File: config.mk
export PLATFORM = sky130hd
export DESIGN_NAME = bin_pixel_stage
export DESIGN_NICKNAME = d
export VERILOG_FILES = /design/src/rtl/bin_pixel_stage.sv
export SDC_FILE = /design/constraint.sdc
export NUM_CORES = 1
export LEC_CHECK = 0
export ABC_AREA = 1
export BUFFER_PORTS_ARGS = -buffer_cell sky130_fd_sc_hd__buf_2
export CORE_UTILIZATION = 48
export CTS_CLUSTER_DIAMETER = 50
export DETAILED_ROUTE_END_ITERATION = 16
export PLACE_DENSITY = 0.68
export SLEW_MARGIN = 30
export SYNTH_ARGS = -nofsm -noshare
export SYNTH_HDL_FRONTEND = slang
export SYNTH_SLANG_ARGS = --single-unit
File: constraint.sdc
create_clock -name clk -period 16.1 [get_ports clk]
set_input_delay 4.025 -clock clk [delete_from_list [all_inputs] [get_ports clk]]
set_output_delay 4.025 -clock clk [all_outputs]
set_load 0.01 [all_outputs]
File: src/rtl/bin_pixel_stage.sv
`default_nettype none
// ============================================================================
//  Module   : bin_pixel_stage
//  Purpose  : RGB888 -> luma -> black/white byte stream for the line FIFO,
//             with position counters, overflow and line-length flags.
//  Option   : BIN_HYST_EN adds a per-line hysteresis band around the threshold.
//  Revision : 1.0  initial release
// ============================================================================
module bin_pixel_stage #(
    parameter int H_ACTIVE = 1280,
    parameter int CNT_W    = 12
) (
    input  logic             clk,
    input  logic             rst_n,
    input  logic             vs_in,
    input  logic             de_in,
    input  logic [7:0]       r_in,
    input  logic [7:0]       g_in,
    input  logic [7:0]       b_in,
    input  logic [7:0]       thresh,
`ifdef BIN_HYST_EN
    input  logic [7:0]       hyst,
`endif
    input  logic             fifo_full,
    output logic             fifo_wr_en,
    output logic [7:0]       fifo_wr_data,
    output logic             vs_out,
    output logic [CNT_W-1:0] pix_x,
    output logic [CNT_W-1:0] pix_y,
    output logic             line_done,
    output logic             ovf_flag,
    output logic             len_err,
    output logic [15:0]      drop_cnt
);

    localparam logic [0:0]       WAIT_VS    = 1'b0;
    localparam logic [0:0]       RUN        = 1'b1;
    localparam logic [CNT_W-1:0] CNT_MAX    = '1;
    localparam logic [CNT_W-1:0] CNT_ONE    = CNT_W'(1);
    localparam logic [31:0]      H_ACTIVE_W = 32'(H_ACTIVE);

    logic [7:0]       red_s1_q, red_s1_d;
    logic [7:0]       grn_s1_q, grn_s1_d;
    logic [7:0]       blu_s1_q, blu_s1_d;
    logic             de_s1_q, de_s1_d, de_s2_q, de_s2_d, de_s3_q, de_s3_d, de_s4_q, de_s4_d;
    logic             vs_s1_q, vs_s1_d, vs_s2_q, vs_s2_d, vs_s3_q, vs_s3_d, vs_s4_q, vs_s4_d;
    logic [15:0]      sum_q, sum_d;
    logic [7:0]       data_q, data_d;
    logic [7:0]       thr_q, thr_d;
    logic [0:0]       state_q, state_d;
    logic [CNT_W-1:0] pix_x_q, pix_x_d;
    logic [CNT_W-1:0] pix_y_q, pix_y_d;
    logic             ovf_q, ovf_d;
    logic             len_err_q, len_err_d;
    logic [15:0]      drop_q, drop_d;

    logic             vs_rise_s1;
    logic             vs_rise_s3;
    logic             run;
    logic             line_end;
    logic             drop;
    logic [7:0]       cmp_thr;
    logic             white;

`ifdef BIN_HYST_EN
    logic [7:0]       hyst_q, hyst_d;
    logic             last_white_q, last_white_d;
    logic [8:0]       thr_sum;
    logic [7:0]       thr_lo;
    logic [7:0]       thr_hi;
`endif

    // Datapath: S1 capture, S2 weighted sum, S3 compare
    always_comb begin
        red_s1_d   = r_in;
        grn_s1_d   = g_in;
        blu_s1_d   = b_in;
        de_s1_d    = de_in;
        de_s2_d    = de_s1_q;
        de_s3_d    = de_s2_q;
        de_s4_d    = de_s3_q;
        vs_s1_d    = vs_in;
        vs_s2_d    = vs_s1_q;
        vs_s3_d    = vs_s2_q;
        vs_s4_d    = vs_s3_q;
        sum_d      = 16'd77  * {8'd0, red_s1_q}
                   + 16'd150 * {8'd0, grn_s1_q}
                   + 16'd29  * {8'd0, blu_s1_q};
        vs_rise_s1 = vs_s1_q & ~vs_s2_q;
        thr_d      = vs_rise_s1 ? thresh : thr_q;
        state_d    = (state_q == WAIT_VS && vs_rise_s1) ? RUN : state_q;
`ifdef BIN_HYST_EN
        hyst_d     = vs_rise_s1 ? hyst : hyst_q;
        thr_lo     = (thr_q > hyst_q) ? (thr_q - hyst_q) : 8'd0;
        thr_sum    = {1'b0, thr_q} + {1'b0, hyst_q};
        thr_hi     = thr_sum[8] ? 8'hFF : thr_sum[7:0];
        cmp_thr    = last_white_q ? thr_lo : thr_hi;
`else
        cmp_thr    = thr_q;
`endif
        // sum[15:8] >= T is equivalent to sum >= T*256
        white      = (sum_q >= {cmp_thr, 8'h00});
        data_d     = white ? 8'hFF : 8'h00;
`ifdef BIN_HYST_EN
        // Tracks the pixel entering S3; any de gap clears it for the next line
        last_white_d = de_s2_q & white;
`endif
    end

    // Frame-gated write, drop accounting and position tracking
    always_comb begin
        run        = (state_q == RUN);
        line_end   = run & de_s4_q & ~de_s3_q;
        vs_rise_s3 = vs_s3_q & ~vs_s4_q;
        drop       = run & de_s3_q & fifo_full;
        pix_x_d    = pix_x_q;
        pix_y_d    = pix_y_q;
        ovf_d      = ovf_q;
        len_err_d  = len_err_q;
        drop_d     = drop_q;
        if (run) begin
            if (de_s3_q && pix_x_q != CNT_MAX) begin
                pix_x_d = pix_x_q + CNT_ONE;
            end
            if (line_end) begin
                pix_x_d = '0;
                if (pix_y_q != CNT_MAX) begin
                    pix_y_d = pix_y_q + CNT_ONE;
                end
                if ({{(32-CNT_W){1'b0}}, pix_x_q} != H_ACTIVE_W) begin
                    len_err_d = 1'b1;
                end
            end
            if (vs_rise_s3) begin
                pix_x_d = '0;
                pix_y_d = '0;
            end
            if (drop) begin
                ovf_d = 1'b1;
                if (drop_q != 16'hFFFF) begin
                    drop_d = drop_q + 16'd1;
                end
            end
        end
    end

    always_ff @(posedge clk or negedge rst_n) begin
        if (!rst_n) begin
            red_s1_q  <= '0;
            grn_s1_q  <= '0;
            blu_s1_q  <= '0;
            de_s1_q   <= 1'b0;
            de_s2_q   <= 1'b0;
            de_s3_q   <= 1'b0;
            de_s4_q   <= 1'b0;
            vs_s1_q   <= 1'b0;
            vs_s2_q   <= 1'b0;
            vs_s3_q   <= 1'b0;
            vs_s4_q   <= 1'b0;
            sum_q     <= '0;
            data_q    <= '0;
            thr_q     <= '0;
            state_q   <= WAIT_VS;
            pix_x_q   <= '0;
            pix_y_q   <= '0;
            ovf_q     <= 1'b0;
            len_err_q <= 1'b0;
            drop_q    <= '0;
`ifdef BIN_HYST_EN
            hyst_q       <= '0;
            last_white_q <= 1'b0;
`endif
        end else begin
            red_s1_q  <= red_s1_d;
            grn_s1_q  <= grn_s1_d;
            blu_s1_q  <= blu_s1_d;
            de_s1_q   <= de_s1_d;
            de_s2_q   <= de_s2_d;
            de_s3_q   <= de_s3_d;
            de_s4_q   <= de_s4_d;
            vs_s1_q   <= vs_s1_d;
            vs_s2_q   <= vs_s2_d;
            vs_s3_q   <= vs_s3_d;
            vs_s4_q   <= vs_s4_d;
            sum_q     <= sum_d;
            data_q    <= data_d;
            thr_q     <= thr_d;
            state_q   <= state_d;
            pix_x_q   <= pix_x_d;
            pix_y_q   <= pix_y_d;
            ovf_q     <= ovf_d;
            len_err_q <= len_err_d;
            drop_q    <= drop_d;
`ifdef BIN_HYST_EN
            hyst_q       <= hyst_d;
            last_white_q <= last_white_d;
`endif
        end
    end

    assign fifo_wr_en   = run & de_s3_q & ~fifo_full;
    assign fifo_wr_data = data_q;
    assign vs_out       = vs_s3_q;
    assign pix_x        = pix_x_q;
    assign pix_y        = pix_y_q;
    assign line_done    = line_end;
    assign ovf_flag     = ovf_q;
    assign len_err      = len_err_q;
    assign drop_cnt     = drop_q;

endmodule
`default_nettype wire
==> results of run 1 <==
state kept, by name, indices dropped and copies added (netlist names):
name	flops
vs_out	1
de_s1_q	1
grn_s1_q	8
vs_s1_q	1
vs_s4_q	1
len_err	1
de_s3_q	1
de_s2_q	1
ovf_flag	1
de_s4_q	1
sum_q	16
vs_s2_q	1
pix_y	12
fifo_wr_data	1
blu_s1_q	8
red_s1_q	8
drop_cnt	16
cmp_thr	8
run	1
pix_x	12
through the flow:
stage                     worst slack (ns)  util, %
after floorplan                       7.88        -
after global placement                7.73     53.3
after detailed placement              7.70     53.3
after CTS                             7.70     55.3
after global routing                  7.67     55.3
final                                 7.71     55.3
report_power, final:
| part | switching, µW | internal (µW) |
|---|---|---|
| Combinational | 748 | 511 |
| Sequential | 31.8 | 313 |
| Clock | 102 | 128 |
area by class of cell:
| cell class | instances | area (µm²) | share of cell area, % |
|---|---|---|---|
| inverters | 161 | 609 | 6.88 |
| diodes | 3 | 7.51 | 0.0848 |
| multi-input cells | 611 | 4690 | 52.9 |
| well taps | 216 | 270 | 3.05 |
| clock buffers | 10 | 239 | 2.70 |
| flip-flops and latches | 100 | 2500 | 28.3 |
| clock inverters | 6 | 80.1 | 0.904 |
| repair buffers | 90 | 459 | 5.19 |
routing by layer:
layer / vias up / GRT usage (%) / share of wire (%) / wire length, µm
met2: 85 / 32.4 / 49 / 7350
met4: 0 / 5.54 / 0.83 / 125
met1: 2730 / 25.7 / 47 / 7070
li1: 2979 / - / - / -
met3: 9 / 3.38 / 2.8 / 423
met5: - / 0 / 0 / 0
placed cells by master, fill, tap and decap left out, drive strengths merged, types with 9 or more instances in the layout:
master  synthesis  routed
nor3           11      11
inv           159     162
a21oi          33      33
nand3          54      54
nor2           68      68
xnor2           9       9
xor2           22      22
o21ai          28      28
nand2         190     190
fa             56      56
clkbuf          1      10
nand4          15      15
dfrtp         100     100
buf            12      90
ha             99      99
logic make-up (layout without fill, tap and decap cells):
family	after synthesis	after routing	synth area share, %
adders and majority gates	155	155	29.8
muxes	1	1	0.142
DFF	100	100	31.6
other	0	3	0
AOI/OAI and AO/OA	73	73	5.66
buffers and inverters	174	267	9.18
xor gates and xnor gates	31	31	3.43
and+or+nand+nor	351	351	20.2
worst paths after layout:
check,slack (ns),cells past startpoint,end
setup / recovery,7.71,3,fifo_wr_en
hold / removal,0.34,0,de_s3_q
setup reg to reg,9.95,24,sum_q[13]
hold reg to reg,0.34,0,de_s3_q
max in group asynchronous,11.55,2,pix_y[1]
min in group asynchronous,3.59,1,blu_s1_q[0]
critical path, cell delays in order:
cell,delay (ns)
buf_2,0.11
nor2_1,0.10
buf_2,0.14
==> run_results.csv, run 1 <==
group,metric,value,unit
run_status,outcome,"completed",
global_route,grt_pass1_vias,5593,
cts,htreeDepth,3,
job,cap_violations,0,
timing,setup-tns-final,0,ns
synthesis,synth_largest_area_cell,"dfrtp_1",
critical_path,cp.arrival,4.37,ns
timing,finalMaxSlewViolations,0,
cts,cts.clk_slew.worst_paths,0.07,ns
power,power,1830,µW
power,peakVddDrop,0.204,mV
final_layout,nets,1165,
synthesis,synth_edf_count,0,
floorplan,io-pin-count,90,
synthesis,synth_area_leaders,"dfrtp_1, ha_1, fa_1",
global_route,grt_max_degree,74,
timing,rsz0062_at_grt,"false",
detailed_routing,viasPerCell,4.85,
floorplan,start_util,49.5,%
placed_design,dp_hpwl,11900,µm
final_layout,fillers,1522,
synthesis,synth_fp_nets,1077,
critical_path,cp_data_required_time,12.07,ns
synthesis,yosysWarnings,0,
detailed_routing,drt-total-wl,15000,µm
synthesis,netlist.area_leader.share,31.6,%
synthesis,syn-instance-count,885,
worst_hold_path,hp-class,"reg -> reg",
timing,hold_slack,0.342,ns
placed_design,place_area,8520,µm²
timing,period_minus_slack,8.39,ns
final_layout,design_area,8850,µm²
final_layout,areaGrowthSynthToFinish,11.9,%
synthesis,ys.flop_type,"dfrtp_1",
detailed_routing,dr.pass1.iters,4,
critical_path,critPathKind,"in -> out",
placed_design,numPortBuffers,89,
detailed_routing,antenna_left,0,
critical_path,critical_path.startpoint,"fifo_full",
final_layout,instances_no_fill,1197,
floorplan,die_h,130,µm
global_route,grt_pass1_wl,25600,µm
power,power_leakage,0.00476,µW
final_layout,drive_above_1_share,16.0,%
cts,cts_buffer_depth,2,
cts,cts.hold.buffers_added,0,
detailed_routing,vias,5803,
timing,slew_headroom,56.2,%
cts,clk-insertion-delay-late,0.35,ns
timing,worst_pin_slew,0.656,ns
global_route,gr-total-overflow,0,
floorplan,fp.dieArea,17000,µm²
floorplan,coreArea,16000,µm²
timing,finalClockSkew,0.00840,ns
synthesis,synth_most_common_cell,"nand2_1",
synthesis,synth.distinct_cells,41,
synthesis,syn_avg_cell_area,8.94,µm²
timing,hold_viol_final,0,
cts,clock-sinks,100,
detailed_routing,wire_per_inst,12.5,µm
timing,setup_viol,0,
critical_path,worstSetupStartpointType,"primary input",
detailed_routing,drtIter0Drc,216,
worst_hold_path,holdCritStartpoint,"de_s2_q",
critical_path,worstSetupEndpointType,"output port",
cts,cts_tree,"done",
critical_path,crit_path_max_fanout,2,
floorplan,chipWidth,130,µm
floorplan,fp-row-count,46,
timing,period_share,52.1,%
timing,max_freq,119,MHz
synthesis,yosysSeqAreaShare,31.6,%
cts,cts_setup_buffers,0,
critical_path,r2r_start,"grn_s1_q[3]",
synthesis,async_flop_share,100,%
detailed_routing,drc,0,
cts,cts_resized,0,
synthesis,synth_common_cells,"nand2_1, inv_1, dfrtp_1",
synthesis,ys_seq_elements,100,
cts,cts_buffers,9,
placed_design,numPlacedInstances,1178,
global_route,grt_antenna_before_repair,2,
synthesis,synth_area,7920,µm²
placed_design,gp_congestion,0.828,
power,p_per_area,207,nW/µm²
global_route,track_usage,19.3,%
cts,cts-root-buf,"clkbuf_16",
Power figures use the tool's default switching activity.
==> run 2, diff against run 1 <==
==> constraint.sdc (replaced) <==
create_clock -name clk -period 8 [get_ports clk]
set_input_delay 2 -clock clk [delete_from_list [all_inputs] [get_ports clk]]
set_output_delay 2 -clock clk [all_outputs]
set_load 0.01 [all_outputs]
==> run_results.csv, run 2 (synthesis results as in run 1) <==
group,metric,value,unit
final_layout,multiInputGateArea,4690,µm²
final_layout,seqCellArea,2500,µm²
cts,clock-sinks,100,
floorplan,fp-row-count,46,
global_route,grt_use_met1,25.7,%
final_layout,nets,1165,
power,switchingPower,1780,µW
final_layout,drive_above_1_share,15.9,%
critical_path,crit_path_max_fanout,6,
global_route,grt_pass1_vias,5633,
floorplan,coreArea,16000,µm²
global_route,grt-busiest-layer,"met2",
detailed_routing,dr.pass1.iters,5,
global_route,grt_pass1_wl,25900,µm
timing,max_freq,164,MHz
detailed_routing,vias,5759,
timing,setup-tns-final,0,ns
timing,setup_viol,0,
timing,period_minus_slack,6.09,ns
cts,cts.hold.buffers_added,0,
final_layout,n_antenna_cell,0,
floorplan,io-pin-count,90,
floorplan,start_util,49.5,%
cts,cts_resized,0,
power,seqPwrFrac,18.7,%
global_route,gr-total-overflow,0,
critical_path,critPathKind,"reg -> reg",
final_layout,final_cell_mix,"nand2_1, inv_1, dfrtp_1, ha_1, buf_2",
power,peakVddDrop,0.406,mV
detailed_routing,viasPerCell,4.83,
cts,cts_buffer_depth,2,
global_route,track_usage,19.6,%
detailed_routing,drtIter0Drc,224,
cts,cts-root-buf,"clkbuf_16",
timing,hold_viol_final,0,
critical_path,cp_data_required_time,8.26,ns
run_status,outcome,"completed",
critical_path,worstSetupEndpointType,"flip-flop",
placed_design,numPortBuffers,89,
floorplan,chipWidth,130,µm
final_layout,areaGrowthSynthToFinish,11.8,%
placed_design,gp_congestion,0.864,
timing,finalClockSkew,0.0102,ns
placed_design,dp_hpwl,12200,µm
floorplan,fp.dieArea,17000,µm²
detailed_routing,antenna_left,0,
final_layout,utilization,55.3,%
cts,cts_buffers,9,
cts,cts_tree,"done",
timing,slew_headroom,57.5,%
cts,cts.clk_slew.worst_paths,0.07,ns
final_layout,fillers,1518,
timing,period_share,76.1,%
cts,htreeDepth,3,
critical_path,cp.arrival,6.35,ns
timing,finalMaxSlewViolations,0,
cts,cts_setup_buffers,0,
power,p_per_area,420,nW/µm²
power,p_int,1940,µW
global_route,grt_max_degree,73,
power,swShare,47.8,%
timing,worst_pin_slew,0.637,ns
power,power_frac_clock,13.0,%
global_route,grt_antenna_before_repair,0,
global_route,grtUsageMet3,3.50,%
power,power_leakage,0.00476,µW
worst_hold_path,hp-class,"reg -> reg",
detailed_routing,drt-total-wl,15300,µm
critical_path,worstSetupStartpointType,"flip-flop",
detailed_routing,drc,0,
floorplan,die_h,130,µm
power,pwr-share-comb,68.3,%
final_layout,final_common_cell,"nand2_1",
timing,rsz0062_at_grt,"false",
cts,clk-insertion-delay-late,0.36,ns
detailed_routing,wire_per_inst,12.8,µm
global_route,gr-usage-met2,33.8,%
job,cap_violations,0,
[run 2: cell count changes in the layout (fill, tap and decap cells not counted)]
cell       change
clkinv_8       -1
inv_6          -1
clkbuf_8       -1
diode_2        -3
inv_8          +1
bufinv_16      +1
[run 2: critical path, stage by stage, from the launching register on]
cell and delay (ns):
dfrtp_1 0.44, ha_1 0.31, ha_1 0.27, ha_1 0.28, inv_1 0.05, fa_1 0.49
inv_1 0.04, ha_1 0.35, a21oi_1 0.18, o21ai_0 0.13, a21oi_1 0.17, xnor2_1 0.16
fa_1 0.47, fa_1 0.51, inv_1 0.05, fa_1 0.47, fa_1 0.54, inv_1 0.04
ha_1 0.39, nand2_1 0.11, o21ai_0 0.27, nand2_1 0.11, nand4_1 0.10, nand2_1 0.05
[run 2: power by group through the flow]
stage	clock network [µW]	registers, µW	logic, µW
final	483	696	2540
after global routing	515	709	2950
after CTS	500	698	2560
after detailed placement	0	707	2540
after global placement	0	705	2510
after floorplan	0	706	2020
[run 2: final cells by class]
cell class | count | area share, %
Inverter | 161 | 6.89
Tap cell | 216 | 3.05
Clock inverter | 6 | 1.09
Sequential cell | 100 | 28.3
Timing Repair Buffer | 90 | 5.19
Clock buffer | 9 | 2.55
Multi-Input combinational cell | 611 | 53.0
[run 2: worst paths after layout]
path / from / end / slack (ns) / cells after the start
max reg2reg: grn_s1_q[5] / sum_q[14] / 1.91 / 23
min in group asynchronous: rst_n / fifo_wr_data[6] / 1.56 / 1
min reg2reg: de_s2_q / de_s3_q / 0.34 / 0
min: de_s2_q / de_s3_q / 0.34 / 0
max: grn_s1_q[5] / sum_q[14] / 1.91 / 23
max in group asynchronous: rst_n / drop_cnt[6] / 5.50 / 2
[run 2: metal layers]
layer	wire length (µm)	up-vias
met2	7360	90
met3	495	11
li1	-	2975
met1	7300	2683
met4	125	0
met5	0	-
[run 2: per-stage QoR]
step | hold slack [ns] | power [µW] | area, µm² | cells | setup slack [ns]
finish | 0.339 | 3720 | 8850 | 1193 | 1.91
floorplan | 0.331 | 2730 | 7920 | 885 | 2.24
global route | 0.351 | 4180 | 8850 | 1193 | 1.50
global placement | 0.332 | 3220 | 8520 | 1178 | 2.02
detailed placement | 0.335 | 3250 | 8520 | 1178 | 1.93
CTS | 0.344 | 3760 | 8840 | 1193 | 1.92
==> run 3, diff against run 2 <==
--- a/config.mk
+++ b/config.mk
@@ -5,12 +5,12 @@
 export SDC_FILE = /design/constraint.sdc
 export NUM_CORES = 1
 export LEC_CHECK = 0
-export ABC_AREA = 1
+export ABC_AREA = 0
 export BUFFER_PORTS_ARGS = -buffer_cell sky130_fd_sc_hd__buf_2
 export CORE_UTILIZATION = 48
 export CTS_CLUSTER_DIAMETER = 50
 export DETAILED_ROUTE_END_ITERATION = 16
-export PLACE_DENSITY = 0.68
+export PLACE_DENSITY = 0.71
 export SLEW_MARGIN = 30
 export SYNTH_ARGS = -nofsm -noshare
 export SYNTH_HDL_FRONTEND = slang
==> constraint.sdc (replaced) <==
create_clock -name clk -period 5.33 [get_ports clk]
set_input_delay 1.3325 -clock clk [delete_from_list [all_inputs] [get_ports clk]]
set_output_delay 1.3325 -clock clk [all_outputs]
set_load 0.01 [all_outputs]
==> run_results.csv, run 3 <==
group,metric,value,unit
timing,setup_viol,6,
detailed_routing,wire_per_inst,14.6,µm
run_status,outcome,"finished with violations",
timing,finalMaxSlewViolations,0,
synthesis,async_flop_share,100,%
global_route,track_usage,19.7,%
cts,cts_buffer_depth,2,
critical_path,crit_path_max_fanout,3,
synthesis,synth_largest_area_cell,"dfrtp_1",
critical_path,worstSetupStartpointType,"flip-flop",
timing,rsz0062_at_grt,"true",
synthesis,yosysSeqAreaShare,34.8,%
synthesis,syn_avg_cell_area,10.7,µm²
synthesis,netlist.area_leader.share,34.8,%
synthesis,synth_fp_nets,862,
floorplan,fp.dieArea,15500,µm²
detailed_routing,drt-total-wl,14600,µm
critical_path,worstSetupEndpointType,"flip-flop",
timing,worst_pin_slew,0.851,ns
final_layout,multiInputGateArea,4440,µm²
cts,cts.clk_slew.worst_paths,0.07,ns
synthesis,synth_edf_count,0,
global_route,gr-usage-met2,33.9,%
cts,cts_tree,"done",
global_route,grt_pass1_wl,24700,µm
cts,clock-sinks,100,
synthesis,ys_seq_elements,100,
final_layout,drive_above_1_share,25.9,%
global_route,grt-busiest-layer,"met2",
detailed_routing,vias,5181,
final_layout,n_antenna_cell,0,
synthesis,ys.flop_type,"dfrtp_1",
final_layout,seqCellArea,2500,µm²
job,cap_violations,0,
synthesis,synth_common_cells,"inv_1, dfrtp_1, ha_1",
floorplan,start_util,49.3,%
critical_path,cp_data_required_time,5.60,ns
cts,clk-insertion-delay-late,0.35,ns
detailed_routing,drtIter0Drc,165,
cts,cts.hold.buffers_added,0,
timing,period_share,106,%
final_layout,final_cell_mix,"inv_1, dfrtp_1, ha_1, buf_2, fa_1",
detailed_routing,viasPerCell,5.19,
global_route,gr-total-overflow,0,
cts,htreeDepth,3,
critical_path,cp.arrival,5.94,ns
power,power_leakage,0.00440,µW
global_route,grtUsageMet3,3.57,%
final_layout,fillers,1184,
synthesis,syn-instance-count,670,
timing,fin_ws,-0.334,ns
timing,finalClockSkew,0.00699,ns
timing,period_minus_slack,5.66,ns
global_route,grt_max_degree,70,
placed_design,dp_hpwl,11300,µm
cts,cts-root-buf,"clkbuf_16",
floorplan,io-pin-count,90,
synthesis,synth_most_common_cell,"inv_1",
timing,hold_slack,0.350,ns
synthesis,synth_area_leaders,"dfrtp_1, ha_1, fa_1",
floorplan,chipWidth,124,µm
run_status,violations,"negative setup slack",
global_route,grt_antenna_before_repair,0,
timing,hold_viol_final,0,
critical_path,critPathKind,"reg -> reg",
timing,max_freq,177,MHz
detailed_routing,drc,0,
detailed_routing,antenna_left,0,
power,power,6760,µW
worst_hold_path,hp-class,"reg -> reg",
global_route,grt_pass1_vias,5352,
power,peakVddDrop,0.897,mV
final_layout,areaGrowthSynthToFinish,21.6,%
global_route,grt_use_met1,24.8,%
placed_design,numPortBuffers,89,
power,p_per_area,772,nW/µm²
synthesis,synth.distinct_cells,56,
placed_design,numPlacedInstances,966,
synthesis,synth_area,7190,µm²
floorplan,fp-row-count,44,
detailed_routing,dr.pass1.iters,4,
placed_design,gp_congestion,0.848,
floorplan,coreArea,14600,µm²
final_layout,nets,1001,
final_layout,instances_no_fill,998,
floorplan,die_h,124,µm
timing,slew_headroom,43.1,%
synthesis,yosysWarnings,0,
final_layout,final_common_cell,"inv_1",
cts,cts_buffers,9,
run 3: cell count changes after synthesis, sizes merged, moves of 7 or more:
cell	delta
nor3	-7
and3	+9
nor2	-42
nand2b	+8
xor2	-10
nand2	-159
o31ai	+7
inv	-51
o21ai	+13
nand3	-37
a21oi	-12
xnor2	+23
run 3: power by group:
group | internal, µW | leakage, µW | switching (µW)
sequential | 939 | 0.00123 | 93.8
combinational | 2590 | 0.00302 | 2420
clock | 415 | 0.000154 | 300
run 3: cell families after synthesis:
kind of cell	share of synthesized area (%)
xor+xnor	5.36
buf+inv	6.82
fa+ha+maj	32.8
mux	0.470
flops	34.8
simple gates	10.2
compound gates	9.53
run 3: critical path, cell delays in order, from the launching register on:
cell	delay, ns
dfrtp_1	0.41
buf_4	0.15
ha_1	0.28
ha_1	0.28
ha_1	0.29
ha_1	0.31
a21oi_1	0.27
o21ai_2	0.11
a21oi_4	0.17
xnor2_2	0.13
fa_1	0.44
fa_1	0.51
inv_2	0.04
fa_2	0.44
fa_1	0.50
inv_2	0.05
ha_4	0.16
nor2_4	0.11
o211ai_1	0.18
a311oi_2	0.35
o21bai_1	0.10
a21oi_1	0.17
xnor2_1	0.13
run 3: final timing paths:
check                             from          end  slack (ns)  depth (start not counted)
max in group asynchronous        rst_n  grn_s1_q[4]        3.44                          2
min reg2reg                    de_s2_q      de_s3_q        0.35                          0
min                            de_s2_q      de_s3_q        0.35                          0
max reg2reg                grn_s1_q[3]    sum_q[13]       -0.33                         22
max                        grn_s1_q[3]    sum_q[13]       -0.33                         22
min in group asynchronous        rst_n     pix_x[8]        0.97                          1
run 3: area by class of cell:
| type | count | area share, % |
|---|---|---|
| repair buffers | 140 | 9.63 |
| clock buffers | 9 | 2.57 |
| multi-input cells | 450 | 50.8 |
| well taps | 184 | 2.63 |
| clock inverters | 7 | 1.14 |
| inverters | 108 | 4.63 |
| flip-flops and latches | 100 | 28.6 |
run 3: metrics by stage:
stage                     utilization, %  worst slack (ns)  TNS (ns)  instance area (µm²)
after floorplan                        -           -0.0987    -0.189                 7290
after global placement              55.8            -0.214    -0.853                 8140
after detailed placement            55.8            -0.374     -1.56                 8140
after CTS                           59.2            -0.331     -1.08                 8630
after global routing                60.0            -0.563     -2.37                 8750
final                               60.0            -0.334     -1.02                 8750
run 3: what timing repair did:
action | 4_1_cts | 5_1_grt
pin swaps | 10 | 5
endpoints found under the setup margin | 6 | 8
resized for setup | 16 | 17
buffers inserted | 14 | 4
run 3: metal layers:
| layer | vias up | routed length (µm) | share of wire (%) |
|---|---|---|---|
| li1 | 2512 | - | - |
| met1 | 2568 | 6520 | 45 |
| met2 | 82 | 7440 | 51 |
| met3 | 19 | 394 | 2.7 |
| met4 | 0 | 244 | 1.7 |
| met5 | - | 0 | 0 |
